===== src/rtl/encoder_8x3_seq_if.sv =====
// Request/code handshake bundle for the sequential 8-to-3 encoder.
// The master side issues requests and consumes codes; the slave side is the encoder.
interface encoder_8x3_seq_if;
  logic [7:0] d;
  logic       load;
  logic       ready;
  logic [2:0] code;
  logic       valid;
  logic       last;
  logic       busy;
  logic       drop;
  logic       zero;

  modport master (output d, load, ready,
                  input  code, valid, last, busy, drop, zero);
  modport slave  (input  d, load, ready,
                  output code, valid, last, busy, drop, zero);
endinterface


===== src/rtl/encoder_8x3_seq.sv =====
// Sequential 8-to-3 encoder: captures a request vector and streams the index of
// every set bit, one per valid/ready transfer, in fixed priority order.
module encoder_8x3_seq #(
  parameter bit PRIO_HIGH = 1'b1
) (
  input  logic               clk,
  input  logic               rst_n,
  encoder_8x3_seq_if.slave   bus
);

  typedef enum logic [1:0] {IDLE, SEL, SEND} state_t;

  state_t     state, state_n;
  logic [7:0] pend, pend_n;
  logic [2:0] code_q, code_n;
  logic       valid_q, valid_n;
  logic       last_q, last_n;
  logic       drop_q, drop_n;
  logic       zero_q, zero_n;

  logic [2:0] sel_idx;
  logic [7:0] rest;

  // Later assignments win, so the scan direction sets the priority.
  function automatic logic [2:0] pick(input logic [7:0] v);
    logic [2:0] p;
    p = 3'd0;
    for (int i = 0; i < 8; i++) begin
      if (PRIO_HIGH) begin
        if (v[i]) p = 3'(i);
      end else begin
        if (v[7-i]) p = 3'(7-i);
      end
    end
    return p;
  endfunction

  assign sel_idx = pick(pend);
  assign rest    = pend & ~(8'd1 << sel_idx);

  always_comb begin
    state_n = state;
    pend_n  = pend;
    code_n  = code_q;
    valid_n = valid_q;
    last_n  = last_q;
    drop_n  = 1'b0;
    zero_n  = 1'b0;
    case (state)
      IDLE: begin
        if (bus.load) begin
          if (bus.d != 8'd0) begin
            pend_n  = bus.d;
            state_n = SEL;
          end else begin
            zero_n = 1'b1;
          end
        end
      end
      SEL: begin
        drop_n  = bus.load;
        code_n  = sel_idx;
        valid_n = 1'b1;
        last_n  = (rest == 8'd0);
        pend_n  = rest;
        state_n = SEND;
      end
      SEND: begin
        drop_n = bus.load;
        if (bus.ready) begin
          // Reload the next pick on the accepting edge so valid never bubbles.
          if (pend != 8'd0) begin
            code_n = sel_idx;
            last_n = (rest == 8'd0);
            pend_n = rest;
          end else begin
            valid_n = 1'b0;
            last_n  = 1'b0;
            state_n = IDLE;
          end
        end
      end
      default: state_n = IDLE;
    endcase
  end

  always_ff @(posedge clk or negedge rst_n) begin
    if (!rst_n) begin
      state   <= IDLE;
      pend    <= 8'd0;
      code_q  <= 3'd0;
      valid_q <= 1'b0;
      last_q  <= 1'b0;
      drop_q  <= 1'b0;
      zero_q  <= 1'b0;
    end else begin
      state   <= state_n;
      pend    <= pend_n;
      code_q  <= code_n;
      valid_q <= valid_n;
      last_q  <= last_n;
      drop_q  <= drop_n;
      zero_q  <= zero_n;
    end
  end

  assign bus.code  = code_q;
  assign bus.valid = valid_q;
  assign bus.last  = last_q;
  assign bus.busy  = (state != IDLE);
  assign bus.drop  = drop_q;
  assign bus.zero  = zero_q;

endmodule


===== src/flat_wrapper.sv =====
// flat-port wrapper written by rule: the top's interface ports become plain ports
module encoder_8x3_seq_flat 
#(
  parameter bit PRIO_HIGH = 1'b1
)
  (clk, rst_n, bus_d, bus_load, bus_ready, bus_code, bus_valid, bus_last, bus_busy, bus_drop, bus_zero);
  encoder_8x3_seq_if bus_i ();
  input  logic clk;
  input  logic rst_n;
  input wire logic [$bits(bus_i.d)-1:0] bus_d;
  input wire logic [$bits(bus_i.load)-1:0] bus_load;
  input wire logic [$bits(bus_i.ready)-1:0] bus_ready;
  output wire logic [$bits(bus_i.code)-1:0] bus_code;
  output wire logic [$bits(bus_i.valid)-1:0] bus_valid;
  output wire logic [$bits(bus_i.last)-1:0] bus_last;
  output wire logic [$bits(bus_i.busy)-1:0] bus_busy;
  output wire logic [$bits(bus_i.drop)-1:0] bus_drop;
  output wire logic [$bits(bus_i.zero)-1:0] bus_zero;
  assign bus_i.d = bus_d;
  assign bus_i.load = bus_load;
  assign bus_i.ready = bus_ready;
  assign bus_code = bus_i.code;
  assign bus_valid = bus_i.valid;
  assign bus_last = bus_i.last;
  assign bus_busy = bus_i.busy;
  assign bus_drop = bus_i.drop;
  assign bus_zero = bus_i.zero;
  encoder_8x3_seq #(.PRIO_HIGH(PRIO_HIGH)) u_core (.clk(clk), .rst_n(rst_n), .bus(bus_i));
endmodule

===== config.mk =====
export PLATFORM = sky130hd
export DESIGN_NAME = encoder_8x3_seq_flat
export DESIGN_NICKNAME = d
export VERILOG_FILES = /design/src/rtl/encoder_8x3_seq_if.sv /design/src/rtl/encoder_8x3_seq.sv /design/src/flat_wrapper.sv
export SDC_FILE = /design/constraint.sdc
export NUM_CORES = 1
export LEC_CHECK = 0
export BUFFER_PORTS_ARGS = -buffer_cell sky130_fd_sc_hd__buf_2
export CAP_MARGIN = 5
export CORE_MARGIN = 1.5
export CORE_UTILIZATION = 31
export CTS_BUF_LIST = sky130_fd_sc_hd__clkbuf_2
export CTS_CLUSTER_SIZE = 28
export DETAILED_ROUTE_END_ITERATION = 16
export PLACE_DENSITY_LB_ADDON = 0.08
export SLEW_MARGIN = 40
export SYNTH_ARGS = -nofsm -noshare
export SYNTH_HDL_FRONTEND = slang
export SYNTH_SLANG_ARGS = --single-unit
export TNS_END_PERCENT = 100

===== constraint.sdc =====
create_clock -name clk -period 5 [get_ports clk]
set_input_delay 0.5 -clock clk [delete_from_list [all_inputs] [get_ports clk]]
set_output_delay 0.5 -clock clk [all_outputs]
set_load 0.01 [all_outputs]

After elaboration in Yosys (flattened, before gate mapping)
Index checks and enable logic that the tools add are counted.
{"block": "word_totals", "regBits": 17, "elab_cells": 60}
{"block": "classes", "mux": 30, "n_reduce_logical": 13, "bitwise": 2, "n_shift": 1, "eq_ne": 7}
{"cell": "8-bit two-way mux", "n": 4}
{"cell": "3-bit two-way mux", "n": 8}
{"cell": "8-bit one-hot mux with 3 select lines", "n": 1}
{"cell": "8-bit nonzero test", "n": 2}
{"cell": "1-bit two-way mux", "n": 9}
{"cell": "8-bit AND", "n": 1}
{"cell": "8-bit logical NOT", "n": 1}
{"cell": "2-bit two-way mux", "n": 4}
{"cell": "8-bit inverter", "n": 1}
{"cell": "1-bit by 3-bit << shifter with 8-bit output, first input constant", "n": 1}
{"cell": "2-bit inequality test, second input constant", "n": 3}
{"cell": "2-bit one-hot mux with 3 select lines", "n": 1}
{"cell": "3-bit one-hot mux with 2 select lines", "n": 1}
{"cell": "3-bit AND reduction", "n": 2}
{"cell": "5-bit AND reduction", "n": 1}
{"cell": "2-bit by 1-bit inequality test with 1-bit output, second input constant", "n": 2}
{"cell": "1-bit one-hot mux with 2 select lines", "n": 2}
{"cell": "4-bit AND reduction", "n": 1}
{"cell": "2-bit nonzero test", "n": 2}
{"cell": "3-bit nonzero test", "n": 1}
{"cell": "2-bit by 1-bit == test with 1-bit output, second input constant", "n": 1}
{"cell": "2-bit == test, second input constant", "n": 1}
{"cell": "2-bit logical NOT", "n": 1}
{"cell": "2-bit AND reduction", "n": 1}
{"cell": "2-bit OR reduction", "n": 1}

Depth between registers and ports, before layout
Gate-level depths: netlist of the first run.
{"block": "depth", "depth_word": 14, "mapped_depth": 7, "ltp_nobuf": 6}

Worst setup path after synthesis of the first run
OpenSTA, ideal clock, no wires.
{"block": "synth_path", "kind": "reg-to-reg", "startpoint": "register u_core.pend[7]", "endpoint": "register u_core.pend[5]", "n_path_buf": 1, "arrival_time_ps": 1980, "required_ps": 4879, "setup_time_ps": 121, "stages_incl_launch_ff": 7, "path_slack_ps": 2899, "period_less_slack_ps": 2101, "path_cell_list": "dfrtp_1 > or4_4 > o41ai_4 > a221oi_2 > and2_4 > buf_6 > a22o_1"}
{"block": "synth_via", "elab_chain_len": 7}
{"item": "start: declaration", "line_no": "encoder_8x3_seq.sv:14", "text": "logic [7:0] pend, pend_n;"}
{"item": "start signal: assignment", "line_no": "encoder_8x3_seq.sv:98", "text": "pend <= pend_n;"}
{"item": "3-bit two-way mux", "line_no": "encoder_8x3_seq.sv:30", "text": "if (v[i]) p = 3'(i);"}
{"item": "1-bit by 3-bit << shifter with 8-bit output", "line_no": "encoder_8x3_seq.sv:39", "text": "assign rest = pend & ~(8'd1 << sel_idx);"}
{"item": "8-bit inverter", "line_no": "encoder_8x3_seq.sv:39"}
{"item": "8-bit AND", "line_no": "encoder_8x3_seq.sv:39"}
{"item": "8-bit two-way mux", "line_no": "encoder_8x3_seq.sv:72", "text": "if (pend != 8'd0) begin"}
{"item": "8-bit two-way mux", "line_no": "encoder_8x3_seq.sv:70", "text": "if (bus.ready) begin"}
{"item": "8-bit one-hot mux with 3 select lines", "line_no": "encoder_8x3_seq.sv:49", "text": "case (state)"}
Several ways; a longest one is shown, not always the timed one. The select of a mux whose other input is x is not followed.
A chain may end at the register's enable or synchronous reset.

Final worst setup path of the first run
{"block": "layout_path", "startpoint": "register u_core.pend[7]", "endpoint": "register u_core.pend[6]"}
The elaborated chain is that of the path after synthesis.

==> results_dict.tcl, run 1 <==
set metrics [dict create \
    outcome "finished, final reports clean" \
    synth_cells 93 \
    finalHoldViolCount 0 \
    worst_ep_arrival_time_ns 2.38 \
    first_iter_violations 16 \
    row_count 19 \
    crit_path_max_fanout 10 \
    initial_core_util_pct 33.6 \
    p_clk_share_pct 8.3 \
    worstSkewPairLatency_ns 0.29 \
    yosys.area.top_type_share_pct 44.8 \
    swShare_pct 44.8 \
    yosysUniqueCellTypes 35 \
    clk_pin_slew_ns 0.15 \
    clockBufferDepth 2 \
    fmax_ghz 0.458 \
    p_switching_mw 0.340 \
    yosys_warnings 0 \
    cp-end-kind "flip-flop" \
    final_max_slew_viol_count 0 \
    final_cell_mix "19 x buf_2, 17 x dfrtp_1, 11 x nand2_1" \
    gp_congestion 0.814 \
    dr.pass1.iters 4 \
    die_w_um 58.4 \
    post_cts_buffers 0 \
    use_met1_pct 20.0 \
    crit_chain "or4_4, o41ai_4, a221oi_2, and2_4, a22o_1" \
    finalNetCount 131 \
    h-tree-depth 1 \
    synth_area_leaders "dfrtp_1 45%, ha_1 5.3%, a22o_1 4.6%" \
    wl_per_cell_um 14.6 \
    overflow 0 \
    dieArea_um2 3400 \
    drv_cap 0 \
    vias 781 \
    cts_tree "yes" \
    seq_power_share_pct 35.3 \
    grt_pass1_vias 758 \
    cts_hold_buffers 0 \
    start_kind "flip-flop" \
    drtAntennaViolNets 0 \
    peakVddDrop_v 0.000276 \
    worst_pin_slew_ns 0.712 \
    port_buffers 19 \
    synth_area_per_cell_um2 10.2 \
    min-delay-path-class "input port to asynchronous set/reset pin" \
    post-route-min-period_ns 2.18 \
    wirelength_um 2120 \
    finalClockSkew_ns 0.000741 \
    dp_hpwl_um 1600 \
    setup_violations 0 \
    drc 0 \
    grt_first_pass_wirelength_um 3570 \
    p_per_area_nw_per_um2 697 \
    synth_nets 109 \
    max_stage_delay_ns 0.61 \
    synth_area_um2 950 \
    numCtsBuffers 3 \
    area_growth_syn_to_layout_pct 14.6 \
    cellLeakagePower_nw 0.516 \
    layout-drive-gt1-share_pct 27.2 \
    total_power_mw 0.759 \
    worst_slack_ns 2.82 \
    die_h_um 58.4 \
    layout_commonest_cell "buf_2" \
    rsz0062_at_grt "false" \
    fin_setup_tns_ns 0 \
    critical_path_class "flip-flop to flip-flop" \
    cts_resized 0 \
    pwr-share-comb_pct 56.5 \
    critPathRequiredTime_ns 5.20 \
    track_usage_pct 14.1 \
    ys_ff_latch 17 \
    hold_ws_ns 0.103 \
    viasPerCell 5.39 \
    met3_usage_pct 5.27 \
    use_met2_pct 19.6 \
    cts_sinks 17 \
    maxSlewHeadroom_pct 52.5 \
    crit_slowest_cell "or4_4" \
    grt.busiest_layer "met1" \
    antennaDiodeCount 0 \
    synth_top_area_cell "dfrtp_1" \
    coreArea_um2 2830 \
    antenna_found_initial 0 \
    dp_slack_ns 2.73 \
    cts_root_buf "clkbuf_2" \
    fin_crit_sh_pct 43.7 \
    io_pins 20 \
    synth_seq_area_share_pct 44.8 \
    p_int_mw 0.419 \
    grt_max_degree 18 \
]
-- worst max-delay path, delay by kind of cell (launching register included) --
family           cells  cell delay, ns
flip-flops           1            0.49
AND/OR/NAND/NOR      2            0.84
AO/OA/AOI/OAI        3            0.76
-- metrics by stage --
stage               util (%)  instance area (µm²)  cells
finish                  38.5                 1090    145
global route            38.5                 1090    145
CTS                     38.5                 1090    145
detailed placement      37.8                 1070    141
global placement        37.8                 1070    141
floorplan                  -                  950     93
-- synthesized netlist by cell type (all sizes together) --
library cell  number
or4                3
nand2b             3
o21ai              8
a221oi             1
buf                1
nand2             11
mux2               3
a22o               5
and2               2
nor2b              1
a32o               2
clkbuf             1
inv                5
or2                1
nor2               4
a31o               1
a2111oi            1
o21bai             1
maj3               1
nor3               4
o31ai              1
a22oi              1
dfrtp             17
o22ai              1
nand3              2
mux2i              1
o41ai              1
a21oi              4
a21boi             1
a21o               1
ha                 4
-- state kept, by name, indices dropped and copies added, names as in the netlist --
name / count
u_core.bus.last: 1
u_core.pend: 8
u_core.bus.code: 3
u_core.state: 2
u_core.bus.drop: 1
u_core.bus.zero: 1
u_core.bus.valid: 1
-- cells by family (layout without fill, tap and decap cells) --
kind of cell               Yosys count  after routing  synth area share [%]
and+or+nand+nor                     31             31                  16.7
AOI/OAI and AO/OA                   29             29                  24.0
DFF                                 17             17                  44.8
muxes                                4              4                  4.61
adders and majority gates            5              5                  6.32
buffers and inverters                7             28                  3.56
-- routing by layer --
metal,up-vias,wire length (µm)
li1,384,-
met1,366,1020
met2,27,941
met3,4,119
met4,0,42
met5,-,0
-- cell type report --
class	count	area, µm²
Inverter	5	18.8
Timing Repair Buffer	19	95.1
Multi-Input combinational cell	69	490
Clock buffer	4	20.0
Tap cell	31	38.8
Fill cell	295	1740
Sequential cell	17	425
-- power by group through the flow --
stage	Sequential [mW]	Clock, mW	Combinational (mW)
after global placement	0.270	0	0.431
final	0.267	0.0627	0.428
after floorplan	0.263	0	0.336
after detailed placement	0.271	0	0.432
after global routing	0.279	0.0736	0.487
after CTS	0.267	0.0672	0.434
-- path summary, 6_finish.rpt --
kind	startpoint	endpoint	slack, ns	cells past startpoint
worst max-delay path	u_core.pend[7]	u_core.pend[6]	2.82	5
worst min-delay path	rst_n	u_core.bus.code[2]	0.10	1
worst max register to register	u_core.pend[7]	u_core.pend[6]	2.82	5
worst min register to register	u_core.bus.last	u_core.bus.last	0.50	2
max in group asynchronous	rst_n	u_core.pend[1]	4.63	1
min in group clk	bus_d[3]	u_core.pend[3]	0.41	2
Power figures use the tool's default switching activity.
==> run 2, diff against run 1 <==
--- a/config.mk
+++ b/config.mk
@@ -5,6 +5,7 @@
 export SDC_FILE = /design/constraint.sdc
 export NUM_CORES = 1
 export LEC_CHECK = 0
+export ABC_AREA = 1
 export BUFFER_PORTS_ARGS = -buffer_cell sky130_fd_sc_hd__buf_2
 export CAP_MARGIN = 5
 export CORE_MARGIN = 1.5
==> constraint.sdc (replaced) <==
create_clock -name clk -period 2.3 [get_ports clk]
set_input_delay 0.23 -clock clk [delete_from_list [all_inputs] [get_ports clk]]
set_output_delay 0.23 -clock clk [all_outputs]
set_load 0.01 [all_outputs]
==> results_dict.tcl, run 2 <==
set metrics [dict create \
    outcome "finished, final reports clean" \
    grt_pass1_vias 894 \
    yosys_warnings 0 \
    yosysUniqueCellTypes 23 \
    finalHoldViolCount 0 \
    drc 0 \
    hold_depth 3 \
    fillers 357 \
    grt_first_pass_wirelength_um 3840 \
    die_w_um 59.8 \
    finalNetCount 174 \
    synth_cells 134 \
    post-route-min-period_ns 1.78 \
    cellLeakagePower_nw 0.622 \
    min-delay-path-class "input port to flip-flop" \
    port_buffers 19 \
    fin_crit_sh_pct 77.4 \
    antennaDiodeCount 0 \
    synth_area_per_cell_um2 7.47 \
    row_count 20 \
    cts_sinks 17 \
    vias 909 \
    track_usage_pct 14.8 \
    area_growth_syn_to_layout_pct 17.6 \
    worst_pin_slew_ns 0.387 \
    worstSkewPairLatency_ns 0.28 \
    final_cell_mix "43 x nand2_1, 19 x buf_2, 17 x dfrtp_1" \
    coreArea_um2 3050 \
    synth_edf_count 0 \
    peakVddDrop_v 0.000443 \
    dieArea_um2 3580 \
    grt_max_degree 18 \
    overflow 0 \
    total_power_mw 1.69 \
    synth_area_leaders "dfrtp_1 43%, nand2_1 16%, o21ai_0 7.5%" \
    max_stage_delay_ns 0.42 \
    setup_violations 0 \
    crit_slowest_cell "dfrtp_1" \
    rsz0062_at_grt "false" \
    cts_tree "yes" \
    layout-drive-gt1-share_pct 21.0 \
    synth_area_um2 1000 \
    maxSlewHeadroom_pct 74.2 \
    wirelength_um 2280 \
    regMostFlops "u_core.pend" \
    crit_path_max_fanout 13 \
    fin_setup_tns_ns 0 \
    cts_resized 0 \
    ff2ff_path_depth 8 \
    r2r_slack_ns 0.52 \
    start_kind "flip-flop" \
    viasPerCell 4.52 \
    dp_hpwl_um 1910 \
    finalClockSkew_ns 0.00550 \
    postSynth.asyncResetShare_pct 100 \
    layout_commonest_cell "nand2_1" \
    largest_register_ff_count 8 \
    clk_pin_slew_ns 0.16 \
    r2r-start "u_core.state[0]" \
    dr.pass1.iters 4 \
    io_pins 20 \
    cts_root_buf "clkbuf_2" \
    final_max_slew_viol_count 0 \
    yosys.area.top_type_share_pct 42.5 \
    worst_ep_arrival_time_ns 2.02 \
    p_per_area_nw_per_um2 1440 \
    initial_core_util_pct 32.8 \
    critPathRequiredTime_ns 2.54 \
    gp_congestion 0.795 \
    worstHoldEndpoint "u_core.bus.drop" \
    drv_cap 0 \
    synth_top_area_cell "dfrtp_1" \
    synth_nets 150 \
    clockBufferDepth 2 \
    die_h_um 59.8 \
    ys_top_cells_by_count "43 x nand2_1, 17 x dfrtp_1, 16 x inv_1, 15 x nor2_1, 15 x o21ai_0" \
    cts_hold_buffers 1 \
    antenna_found_initial 0 \
    numCtsBuffers 3 \
    drtAntennaViolNets 0 \
    wl_per_cell_um 11.3 \
    regToRegEndpoint "u_core.bus.last" \
    ys_ff_latch 17 \
    hold_path_startpoint "bus_load" \
    synth_flop_cell "dfrtp_1" \
    synth_seq_area_share_pct 42.5 \
    h-tree-depth 1 \
    yosysMostFrequentCell "nand2_1" \
    critical_path_class "flip-flop to flip-flop" \
    crit_chain "inv_1, ha_1, inv_1, nor2_1, nand2_1, nor2_1, nand3_1, nand2_1" \
    post_cts_buffers 0 \
    fmax_ghz 0.562 \
    first_iter_violations 32 \
    cp-end-kind "flip-flop" \
]
run 2: stage by stage:
step	hold slack [ns]	instance area (µm²)	instances	setup slack (ns)	utilization, %
after floorplan	-0.0656	1000	134	0.805	-
after global placement	0.179	1150	196	0.632	37.6
after detailed placement	0.184	1150	196	0.540	37.6
after CTS	0.165	1180	201	0.503	38.6
after global routing	0.145	1180	201	0.281	38.6
final	0.177	1180	201	0.521	38.6
run 2: cell families (layout without fill, tap and decap cells):
group           count (synthesis)  after routing  synth area share [%]
buf+inv                        18             41                  7.00
mux                             1              1                  1.00
flops                          17             17                  42.5
compound gates                 23             23                  13.0
simple gates                   71             71                  31.5
fa+ha+maj                       4              4                  5.00
run 2: critical path: cells and delay by family (launching register included):
kind	cells	cell delay [ns]
simple gates	5	0.66
flops	1	0.42
fa+ha+maj	1	0.37
buf+inv	2	0.28
run 2: cell type report:
type / instances / area [µm²] / share of cell area (%)
repair buffers: 20 / 105 / 8.93
flip-flops and latches: 17 / 425 / 36.1
multi-input cells: 99 / 505 / 42.9
inverters: 17 / 66.3 / 5.63
clock buffers: 4 / 20.0 / 1.70
well taps: 44 / 55.1 / 4.68
run 2: how the worst max path moves through the flow:
stage,from,end,slack (ns),cells after the start
after CTS,u_core.state[0],u_core.bus.last,0.50,8
final,u_core.state[0],u_core.bus.last,0.52,8
after floorplan,u_core.state[0],u_core.pend[5],0.81,7
after detailed placement,u_core.state[0],u_core.bus.last,0.54,8
after global routing,u_core.state[0],u_core.bus.last,0.28,8
after global placement,u_core.state[0],u_core.bus.last,0.63,8
run 2: per-layer routing:
metal | routed length [µm] | GRT usage, % | up-vias
met5 | 0 | 0 | -
met3 | 97 | 3.03 | 2
met2 | 1120 | 24.4 | 18
met1 | 1050 | 18.4 | 422
met4 | 16 | 6.67 | 0
li1 | - | - | 467
run 2: where the power goes:
part           internal (mW)  switching, mW
Combinational          0.352          0.662
Clock                 0.0461         0.0875
Sequential             0.438          0.104
Total                  0.836          0.854
==> run 3, diff against run 2 <==
--- a/config.mk
+++ b/config.mk
@@ -5,7 +5,7 @@
 export SDC_FILE = /design/constraint.sdc
 export NUM_CORES = 1
 export LEC_CHECK = 0
-export ABC_AREA = 1
+export ABC_AREA = 0
 export BUFFER_PORTS_ARGS = -buffer_cell sky130_fd_sc_hd__buf_2
 export CAP_MARGIN = 5
 export CORE_MARGIN = 1.5
==> constraint.sdc (replaced) <==
create_clock -name clk -period 1.7 [get_ports clk]
set_input_delay 0.17 -clock clk [delete_from_list [all_inputs] [get_ports clk]]
set_output_delay 0.17 -clock clk [all_outputs]
set_load 0.01 [all_outputs]
==> results_dict.tcl, run 3 (same netlist as run 1, synthesis figures left out) <==
set metrics [dict create \
    outcome "finished with violations" \
    violations "negative setup slack" \
    swShare_pct 40.9 \
    hold_path_startpoint "bus_d[3]" \
    grt_max_degree 18 \
    use_met1_pct 21.1 \
    fmax_ghz 0.515 \
    antenna_found_initial 0 \
    p_switching_mw 1.22 \
    seq_power_share_pct 23.9 \
    worst_pin_slew_ns 0.368 \
    track_usage_pct 16.0 \
    ff2ff_path_depth 5 \
    grt_pass1_vias 883 \
    critPathBufInv 0 \
    peakVddDrop_v 0.000900 \
    grt.busiest_layer "met2" \
    worst_slack_ns -0.243 \
    start_kind "flip-flop" \
    io_pins 20 \
    worstSkewPairLatency_ns 0.28 \
    die_h_um 58.4 \
    cts_tree "yes" \
    antennaDiodeCount 0 \
    worst_ep_arrival_time_ns 2.13 \
    dieArea_um2 3400 \
    regMostFlops "u_core.pend" \
    maxSlewHeadroom_pct 74.8 \
    critPathRequiredTime_ns 1.89 \
    setup_violations 15 \
    wl_per_cell_um 14.2 \
    cellLeakagePower_nw 0.695 \
    dr.pass1.iters 4 \
    p_per_area_nw_per_um2 2140 \
    post-route-min-period_ns 1.94 \
    min-delay-path-class "input port to flip-flop" \
    critical_path_class "flip-flop to flip-flop" \
    crit_path_max_fanout 3 \
    cts_sinks 17 \
    die_w_um 58.4 \
    overflow 0 \
    clk_pin_slew_ns 0.15 \
    row_count 19 \
    final_max_slew_viol_count 0 \
    final_cell_mix "27 x buf_4, 19 x buf_2, 17 x dfrtp_1" \
    p_clk_share_pct 6.1 \
    first_iter_violations 25 \
    p_int_mw 1.76 \
    cts_root_buf "clkbuf_2" \
    clockBufferDepth 2 \
    final_core_util_pct 49.3 \
    critPathLaunch "u_core.pend[4]" \
    r2r_slack_ns -0.24 \
    cp_top_family "simple AND/OR/NAND/NOR gates" \
    dp_hpwl_um 1880 \
    pwr-share-comb_pct 70.0 \
    cp-end-kind "flip-flop" \
    coreArea_um2 2830 \
    fin_crit_sh_pct 114 \
    total_power_mw 2.98 \
    crit_slowest_cell "or4_4" \
    viasPerCell 5.11 \
    endpoint "u_core.state[1]" \
    finalHoldViolCount 0 \
    finalNetCount 162 \
    finalClockSkew_ns 0.000414 \
    h-tree-depth 1 \
    largest_register_ff_count 8 \
    drc 0 \
    layout_commonest_cell "buf_4" \
    rsz0062_at_grt "true" \
    use_met2_pct 27.1 \
    wirelength_um 2500 \
    cp.depth 5 \
    max_stage_delay_ns 0.58 \
    r2r-start "u_core.pend[4]" \
    grt_first_pass_wirelength_um 4110 \
    crit_chain "or4_4, nor3_2, nand3_1, a22oi_2, mux2_1" \
    met3_usage_pct 3.96 \
    area_growth_syn_to_layout_pct 46.8 \
    numCtsBuffers 3 \
    hold_ws_ns 0.0955 \
    gp_congestion 0.841 \
    regToRegEndpoint "u_core.state[1]" \
    layout-drive-gt1-share_pct 46.2 \
    drtAntennaViolNets 0 \
    drv_cap 0 \
    vias 899 \
    port_buffers 19 \
    initial_core_util_pct 33.6 \
]
-- run 3: power groups by stage --
| stage | registers, mW | logic (mW) | clock network (mW) |
|---|---|---|---|
| CTS | 0.711 | 1.96 | 0.193 |
| finish | 0.711 | 2.08 | 0.182 |
| detailed placement | 0.716 | 1.82 | 0 |
| global placement | 0.709 | 1.83 | 0 |
| floorplan | 0.774 | 1.06 | 0 |
| global route | 0.735 | 2.30 | 0.207 |
-- run 3: cell type report --
type	instances	area, µm²
Timing Repair Buffer	50	342
Clock buffer	4	20.0
Sequential cell	17	425
Fill cell	265	1440
Inverter	5	18.8
Tap cell	31	38.8
Multi-Input combinational cell	69	549
-- run 3: metrics by stage --
| stage | cell area [µm²] | instances | worst slack [ns] | TNS [ns] |
|---|---|---|---|---|
| final | 1390 | 176 | -0.243 | -3.00 |
| after global routing | 1390 | 176 | -0.300 | -3.93 |
| after CTS | 1360 | 174 | -0.220 | -2.52 |
| after detailed placement | 1280 | 166 | -0.295 | -2.53 |
| after global placement | 1280 | 166 | -0.256 | -2.44 |
| after floorplan | 971 | 93 | -0.285 | -2.63 |
-- run 3: how the worst min path moves through the flow --
stage / slack, ns / cells past startpoint / to
floorplan: -0.13 / 0 / u_core.bus.code[0]
global placement: 0.12 / 1 / u_core.bus.drop
detailed placement: 0.12 / 1 / u_core.bus.code[2]
CTS: 0.07 / 2 / u_core.pend[3]
global route: 0.08 / 2 / u_core.pend[3]
finish: 0.1 / 2 / u_core.pend[3]
-- run 3: what timing repair did --
item                                    CTS  global route
endpoints found under the hold margin    17             0
pin swaps                                 7             3
hold buffers                              1             0
gates cloned                              0             0
endpoints found under the setup margin   14            15
resized for setup                        10             5
buffers inserted                          3             2
-- run 3: per-layer routing --
layer / vias to the layer above / part of all wire, %
li1: 449 / -
met1: 420 / 44
met2: 28 / 50
met3: 2 / 5.6
met4: 0 / 0.52
met5: - / 0
